## config.mk

```make
export PLATFORM = sky130hd
export DESIGN_NAME = mem_stage
export DESIGN_NICKNAME = d
export VERILOG_FILES = /design/src/rtl/mem_stage_pkg.sv /design/src/rtl/mem_bus_ctrl.sv /design/src/rtl/mem_stage.sv
export SDC_FILE = /design/constraint.sdc
export NUM_CORES = 1
export LEC_CHECK = 0
export CORE_ASPECT_RATIO = 0.75
export CORE_MARGIN = 3
export CORE_UTILIZATION = 44
export DETAILED_ROUTE_END_ITERATION = 12
export GPL_ROUTABILITY_DRIVEN = 0
export PLACE_DENSITY = 0.79
export SLEW_MARGIN = 20
export SYNTH_ARGS = -nofsm -noshare
export SYNTH_HDL_FRONTEND = slang
export SYNTH_HIERARCHICAL = 1
export SYNTH_SLANG_ARGS = --single-unit
```

## constraint.sdc

```tcl
create_clock -name clk -period 2.1 [get_ports clk]
set_input_delay 0.42 -clock clk [delete_from_list [all_inputs] [get_ports clk]]
set_output_delay 0.42 -clock clk [all_outputs]
set_load 0.005 [all_outputs]
```

## src/rtl/mem_stage_pkg.sv

```systemverilog
// rtl/mem_stage_pkg.sv - shared widths, FSM encoding and MEM/WB bundle for mem_stage
package mem_stage_pkg;

   localparam int DEF_DATA_W      = 16;
   localparam int DEF_REG_AW      = 3;
   localparam int DEF_TIMEOUT_CYC = 15;

   typedef enum logic {
      ST_IDLE = 1'b0,
      ST_WAIT = 1'b1
   } state_t;

   typedef struct packed {
      logic [DEF_DATA_W-1:0] read_data;
      logic [DEF_DATA_W-1:0] alu_result;
      logic [DEF_REG_AW-1:0] dest;
      logic                  mem_to_reg;
      logic                  reg_write;
   } mem_wb_t;

endpackage

```

## src/rtl/mem_bus_ctrl.sv

```systemverilog
// rtl/mem_bus_ctrl.sv - IDLE/WAIT req/ack handshake with timeout for the memory stage
module mem_bus_ctrl
   import mem_stage_pkg::*;
#(
   parameter int DATA_W      = DEF_DATA_W,
   parameter int TIMEOUT_CYC = DEF_TIMEOUT_CYC
) (
   input  logic              clk,
   input  logic              rst,
   input  logic              start,
   input  logic              we_in,
   input  logic [DATA_W-1:0] addr_in,
   input  logic [DATA_W-1:0] wdata_in,
   input  logic              mem_ack,
   output logic              busy,
   output logic              done,
   output logic              err,
   output logic              mem_req,
   output logic              mem_we,
   output logic [DATA_W-1:0] mem_addr,
   output logic [DATA_W-1:0] mem_wdata,
   output logic              mem_err
);

   // counter only needs to reach TIMEOUT_CYC-1; the timeout fires on that WAIT cycle
   localparam int              CNT_W    = (TIMEOUT_CYC < 2) ? 1 : $clog2(TIMEOUT_CYC);
   localparam logic [CNT_W-1:0] CNT_LAST = CNT_W'(TIMEOUT_CYC - 1);

   state_t           state_q, state_d;
   logic [CNT_W-1:0] cnt_q, cnt_d;

   // request is simply "in WAIT", so it drops on the same edge that leaves WAIT or resets
   assign busy    = (state_q == ST_WAIT);
   assign mem_req = busy;

   // next-state: ack beats timeout on the same cycle; ack outside WAIT is ignored
   always_comb begin
      state_d = state_q;
      cnt_d   = cnt_q;
      done    = 1'b0;
      err     = 1'b0;
      case (state_q)
         ST_IDLE: begin
            if (start) begin
               state_d = ST_WAIT;
               cnt_d   = '0;
            end
         end
         ST_WAIT: begin
            if (mem_ack) begin
               done    = 1'b1;
               state_d = ST_IDLE;
            end else if (cnt_q == CNT_LAST) begin
               err     = 1'b1;
               state_d = ST_IDLE;
            end else begin
               cnt_d = cnt_q + 1'b1;
            end
         end
         default: state_d = ST_IDLE;
      endcase
   end

   // state, counter, bus fields latched at start and held stable through WAIT
   always_ff @(posedge clk) begin
      if (rst) begin
         state_q   <= ST_IDLE;
         cnt_q     <= '0;
         mem_we    <= 1'b0;
         mem_addr  <= '0;
         mem_wdata <= '0;
         mem_err   <= 1'b0;
      end else begin
         state_q <= state_d;
         cnt_q   <= cnt_d;
         mem_err <= err;
         if (start && (state_q == ST_IDLE)) begin
            mem_we    <= we_in;
            mem_addr  <= addr_in;
            mem_wdata <= wdata_in;
         end
      end
   end

endmodule

```

## src/rtl/mem_stage.sv

```systemverilog
// rtl/mem_stage.sv - memory stage (optional MEM_ALIGN_CHECK_EN: trap odd-address memory ops)
module mem_stage
   import mem_stage_pkg::*;
#(
   parameter int DATA_W      = DEF_DATA_W,
   parameter int REG_AW      = DEF_REG_AW,
   parameter int TIMEOUT_CYC = DEF_TIMEOUT_CYC
) (
   input  logic              clk,
   input  logic              rst,
   input  logic              in_valid,
   input  logic [DATA_W-1:0] alu_result_in,
   input  logic [DATA_W-1:0] write_data_in,
   input  logic [DATA_W-1:0] branch_addr_in,
   input  logic              zero_in,
   input  logic [REG_AW-1:0] dest_reg_in,
   input  logic              MemRead_in,
   input  logic              MemWrite_in,
   input  logic              Branch_in,
   input  logic              MemtoReg_in,
   input  logic              RegWrite_in,
   output logic              stall_out,
   output logic              PCSrc,
   output logic [DATA_W-1:0] branch_addr_out,
   output logic              mem_req,
   output logic              mem_we,
   output logic [DATA_W-1:0] mem_addr,
   output logic [DATA_W-1:0] mem_wdata,
   input  logic [DATA_W-1:0] mem_rdata,
   input  logic              mem_ack,
   output logic              wb_valid,
   output logic [DATA_W-1:0] read_data_out,
   output logic [DATA_W-1:0] alu_result_out,
   output logic [REG_AW-1:0] dest_reg_out,
   output logic              MemtoReg_out,
   output logic              RegWrite_out,
   output logic              mem_err,
   output logic              align_err
);

   logic    busy, done, err;
   logic    accept, mem_op, misalign, start;
   logic    pend_load;
   mem_wb_t pend_q;
   mem_wb_t wb_q;

   assign stall_out = busy;
   assign accept    = in_valid & ~busy;
   assign mem_op    = MemRead_in | MemWrite_in;

`ifdef MEM_ALIGN_CHECK_EN
   assign misalign = alu_result_in[0];
`else
   assign misalign = 1'b0;
`endif

   assign start = accept & mem_op & ~misalign;

   assign read_data_out  = wb_q.read_data;
   assign alu_result_out = wb_q.alu_result;
   assign dest_reg_out   = wb_q.dest;
   assign MemtoReg_out   = wb_q.mem_to_reg;
   assign RegWrite_out   = wb_q.reg_write;

   mem_bus_ctrl #(
      .DATA_W      (DATA_W),
      .TIMEOUT_CYC (TIMEOUT_CYC)
   ) u_bus (
      .clk       (clk),
      .rst       (rst),
      .start     (start),
      .we_in     (MemWrite_in),
      .addr_in   (alu_result_in),
      .wdata_in  (write_data_in),
      .mem_ack   (mem_ack),
      .busy      (busy),
      .done      (done),
      .err       (err),
      .mem_req   (mem_req),
      .mem_we    (mem_we),
      .mem_addr  (mem_addr),
      .mem_wdata (mem_wdata),
      .mem_err   (mem_err)
   );

   // MEM/WB bundle, branch pulse and pending memory-op record; a write always wins over a read
   always_ff @(posedge clk) begin
      if (rst) begin
         wb_valid        <= 1'b0;
         PCSrc           <= 1'b0;
         branch_addr_out <= '0;
         align_err       <= 1'b0;
         wb_q            <= '0;
         pend_q          <= '0;
         pend_load       <= 1'b0;
      end else begin
         wb_valid  <= 1'b0;
         PCSrc     <= 1'b0;
         align_err <= 1'b0;
         if (accept) begin
            PCSrc           <= Branch_in & zero_in;
            branch_addr_out <= branch_addr_in;
            if (!mem_op) begin
               wb_q     <= '{read_data: '0, alu_result: alu_result_in, dest: dest_reg_in,
                             mem_to_reg: MemtoReg_in, reg_write: RegWrite_in};
               wb_valid <= 1'b1;
            end else if (misalign) begin
               wb_q      <= '{read_data: '0, alu_result: alu_result_in, dest: dest_reg_in,
                              mem_to_reg: MemtoReg_in, reg_write: 1'b0};
               wb_valid  <= 1'b1;
               align_err <= 1'b1;
            end else begin
               pend_q    <= '{read_data: '0, alu_result: alu_result_in, dest: dest_reg_in,
                              mem_to_reg: MemtoReg_in, reg_write: RegWrite_in & ~MemWrite_in};
               pend_load <= MemRead_in & ~MemWrite_in;
            end
         end
         if (done) begin
            wb_q     <= '{read_data: pend_load ? mem_rdata : '0, alu_result: pend_q.alu_result,
                          dest: pend_q.dest, mem_to_reg: pend_q.mem_to_reg,
                          reg_write: pend_q.reg_write};
            wb_valid <= 1'b1;
         end else if (err) begin
            wb_q     <= '{read_data: '0, alu_result: pend_q.alu_result, dest: pend_q.dest,
                          mem_to_reg: pend_q.mem_to_reg, reg_write: 1'b0};
            wb_valid <= 1'b1;
         end
      end
   end

endmodule

```

==> results summary <==
Among all cell types in the netlist, the one instantiated most often is sky130_fd_sc_hd__dfxtp_1. For the pin with the worst max-slew slack, the measured transition is 958 ps. The total inserted antenna cells came out at 0. STA classifies the critical path startpoint as an input port. After synthesis the cells add up to 4570 um^2. The global routing usage on met1 came out at 27.9%. The placed standard-cell area is 6390 um^2. The overall overflow remaining after global route came out at 0. The number of top-level pins is 169. By area the synthesized netlist is led by sky130_fd_sc_hd__dfxtp_1 (51%), sky130_fd_sc_hd__nand2_1 (9.2%), sky130_fd_sc_hd__a21oi_2 (5.8%). After synthesis, flip-flops and latches occupy 50.8% of the total area.

The yosys synthesis warning count came out at 6. The wire length per cell is 16.3 um. Along the worst path, the maximum fanout reaches 16.

The count of port buffers added during placement is 167. The number of buffer and inverter instances along the worst setup path is 1. The count of vias placed by the detailed router is 4399. The final wirelength came out at 13.5 mm. The number of max-capacitance violations reported is 0. The number of different library cells used by synthesis comes to 40. The data arrival time at the worst-slack endpoint came out at 2250 ps. The slack of the worst reg-to-reg path came out at 210 ps. The ratio of cells with drive above 1 in the final layout is 18.0%. The final cell area excluding filler cells is 6990 um^2. Sorting the synthesized cells by how often they occur yields sky130_fd_sc_hd__dfxtp_1 (116), sky130_fd_sc_hd__nand2_1 (112), sky130_fd_sc_hd__a21oi_1 (46), sky130_fd_sc_hd__a21oi_2 (30), sky130_fd_sc_hd__nand2_2 (30). In the post-route analysis, the smallest setup slack over all paths is 192 ps. The number of clock buffers added by TritonCTS is 17. The cell area power density came out at 857 nW/um^2. The standard-cell row count came out at 31. The aggregate global-route resource usage came out at 23.4%. The residual DRC count is 0. The count of nets left with antenna violations once routing finished came out at 0. The number of hold buffers added after CTS came out at 0. The effective utilization at floorplan came out at 46.2%.

By startpoint and endpoint, the worst setup path is classified as input port to register. The floorplan step defined a die boundary enclosing 11700 um^2. The most crowded layer after global routing is met2. Counting buffers and inverters, the worst setup path is 5 cells deep. The share of synthesized registers carrying an async set or reset came out at 0%.

The largest individual stage delay along the critical path comes from the cell sky130_fd_sc_hd__nor2_1. Derived from the worst setup path, the maximum achievable clock frequency is 524 MHz. The number of nets in the final layout came out at 759. The number of global-route vias before repair is 4419. The peak ir drop on the vdd network came out at 0.619 mV.

The initial antenna violation count is 0. The hold violation total from the final report is 0. Dividing the detail-routed via count by the number of cells gives 5.33. The maximum clock skew at final layout came out at 6.23 ps. The first detailed-routing pass ran for 5 iterations. Entering global routing, the biggest net connects 99 pins. The number of gates given a new drive strength after cts is 0. The tree is rooted in a sky130_fd_sc_hd__clkbuf_16. The number of fill cells in the layout came out at 746.

The delay of the slowest critical-path stage is 720 ps. The max-slew violation total from the final report is 0. The clock slew at the register clock pins of the worst setup and hold paths came out at 50 ps.

Traced cell by cell, the critical path runs through clkdlybuf4s50_1, and2_2, nand2_1, nor2_1, a22o_1. The met2 capacity usage during global routing is 38.7%. The number of nets in the synthesized netlist is 595. The maximum buffer depth of the clock tree is 2. The largest delay contributor family on the critical path is simple AND/OR/NAND/NOR gates.

The leakage power came out at 2.54 nW. Post-CTS timing repair inserted 0 buffers for setup. The relative slew slack came out at 35.9%. For met3 alone, demand over resource in global routing was 7.59%. The wire length of the first global-routing pass is 21.2 mm.

The flow ran to the end, and the final reports show no timing, DRC or antenna violations. The worst setup path is captured at a register. The worst setup slack after placement came out at -248 ps. The chip width came out at 124 um.

The first routing iteration left 334 violations. The endpoint of the most critical register-to-register path is dest_reg_out[1]. The number of sinks on the clock net is 116.

The y dimension of the die came out at 94.3 um. The area growth from synthesis to final layout is 52.9%. The total half-perimeter wirelength after legalization and detailed placement came out at 9.24 mm.

CTS built an H-tree with a depth of 4. The worst register-to-register path begins at u_bus/cnt_q[0]. The mean instance size in the synthesized netlist is 8.86 um^2. The number of setup violations in the final report came out at 0.

In this run, synthesis inferred 0 flip-flops with an integrated enable. The accumulated negative setup slack came out at 0 ps. The class of the tightest hold or removal check is input port to register. The startpoint of the worst setup timing path is mem_ack. The final period demand of the worst path is 1910 ps. Summed over all instances, the cell type with the most area after synthesis is sky130_fd_sc_hd__dfxtp_1. The clock tree from TritonCTS is done. In this run the worst setup path terminates at read_data_out[11]. Setup repair after global routing left no endpoint under its margin. The share of the synthesized area in the top cell type came out at 50.8%. The number of cells on the worst reg-to-reg path is 9.

The standard cell core area came out at 9890 um^2. The data required time at the worst endpoint came out at 2440 ps. The clock reaches the later pin of the worst-skew pair after 400 ps. For this run, the leading register cell type out of synthesis is sky130_fd_sc_hd__dfxtp_1. The post-synthesis cell count is 516. The register bit count reported by yosys came out at 116.

The final critical-path share of the clock period came out at 90.9%.
worst register-to-register path, delay by kind of cell (launching register included):
kind | cells | cell delay (ps)
adder cells (fa/ha/maj) | 1 | 230
AO/OA/AOI/OAI | 1 | 280
buffers and inverters | 3 | 460
AND/OR/NAND/NOR | 4 | 440
flip-flops | 1 | 380
worst min-delay path by stage:
stage	start	to	depth (start not counted)	slack, ps
finish	rst	MemtoReg_out	2	270
global route	rst	pend_q[1]	2	250
CTS	rst	MemtoReg_out	2	260
detailed placement	branch_addr_out[0]	branch_addr_out[0]	2	450
global placement	branch_addr_out[1]	branch_addr_out[1]	2	440
floorplan	pend_q[0]	pend_q[0]	2	450
logic make-up (layout without fill, tap and decap cells):
family          count (synthesis)  in the layout  share of synthesized area, %
compound gates                140            140                          21.3
fa+ha+maj                       2              2                         0.548
buf+inv                        45            222                          5.34
flops                         116            116                          50.8
other cells                     1              1                        0.0821
simple gates                  212            212                          21.9
placed cells by master (no fill, tap or decap), types with 3 or more instances in the layout:
master | synthesis | routed
sky130_fd_sc_hd__nand2_1 | 112 | 112
sky130_fd_sc_hd__clkdlybuf4s50_1 | 0 | 166
sky130_fd_sc_hd__dfxtp_1 | 116 | 116
sky130_fd_sc_hd__nor2_1 | 26 | 25
sky130_fd_sc_hd__clkbuf_8 | 0 | 3
sky130_fd_sc_hd__nor3_1 | 3 | 3
sky130_fd_sc_hd__a22o_1 | 16 | 16
sky130_fd_sc_hd__a21oi_1 | 46 | 46
sky130_fd_sc_hd__clkinv_2 | 0 | 6
sky130_fd_sc_hd__clkbuf_16 | 0 | 17
sky130_fd_sc_hd__a21oi_2 | 30 | 30
sky130_fd_sc_hd__buf_4 | 3 | 18
sky130_fd_sc_hd__o21ai_0 | 21 | 21
sky130_fd_sc_hd__o211ai_1 | 3 | 3
sky130_fd_sc_hd__nand3_1 | 23 | 23
sky130_fd_sc_hd__nand2_2 | 30 | 30
sky130_fd_sc_hd__a311oi_1 | 20 | 20
sky130_fd_sc_hd__buf_12 | 0 | 5
report_power, final:
part           leakage (nW)  switching (mW)  total, mW  internal, mW
combinational          1.31           0.371      0.805         0.434
clock                 0.285           0.959       2.78          1.82
sequential            0.947          0.0743       2.40          2.33
total                  2.54            1.40       5.99          4.58
sequential cells by signal (all words and copies together) (netlist names):
register,flops
u_bus/busy,1
pend_q,21
RegWrite_out,1
alu_result_out,16
branch_addr_out,16
u_bus/mem_addr,16
u_bus/mem_we,1
pend_load,1
wb_valid,1
MemtoReg_out,1
u_bus/mem_err,1
dest_reg_out,3
u_bus/cnt_q,4
u_bus/mem_wdata,16
read_data_out,16
PCSrc,1
stage by stage:
| stage | util [%] | hold WS, ps | total power, mW | std cells |
|---|---|---|---|---|
| floorplan | - | 450 | 2.79 | 516 |
| global placement | 64.6 | 443 | 3.21 | 792 |
| detailed placement | 64.6 | 447 | 3.23 | 792 |
| CTS | 70.4 | 256 | 6.03 | 824 |
| global route | 70.6 | 255 | 6.22 | 825 |
| finish | 70.6 | 269 | 5.99 | 825 |
final cells by class:
type / instances / area, um^2 / area share, %
Sequential cell: 116 / 2320 / 33.2
Multi-Input combinational cell: 355 / 2020 / 28.9
Timing Repair Buffer: 189 / 1900 / 27.2
Clock buffer: 22 / 474 / 6.79
Tap cell: 132 / 165 / 2.36
Clock inverter: 10 / 105 / 1.50
Inverter: 1 / 3.75 / 0.0537
routing by layer:
| layer | up-vias | part of all wire, % |
|---|---|---|
| li1 | 2108 | - |
| met1 | 2064 | 40 |
| met2 | 199 | 50 |
| met3 | 28 | 7.6 |
| met4 | 0 | 1.7 |
| met5 | - | 0 |
(Power assumes the default switching activity.)
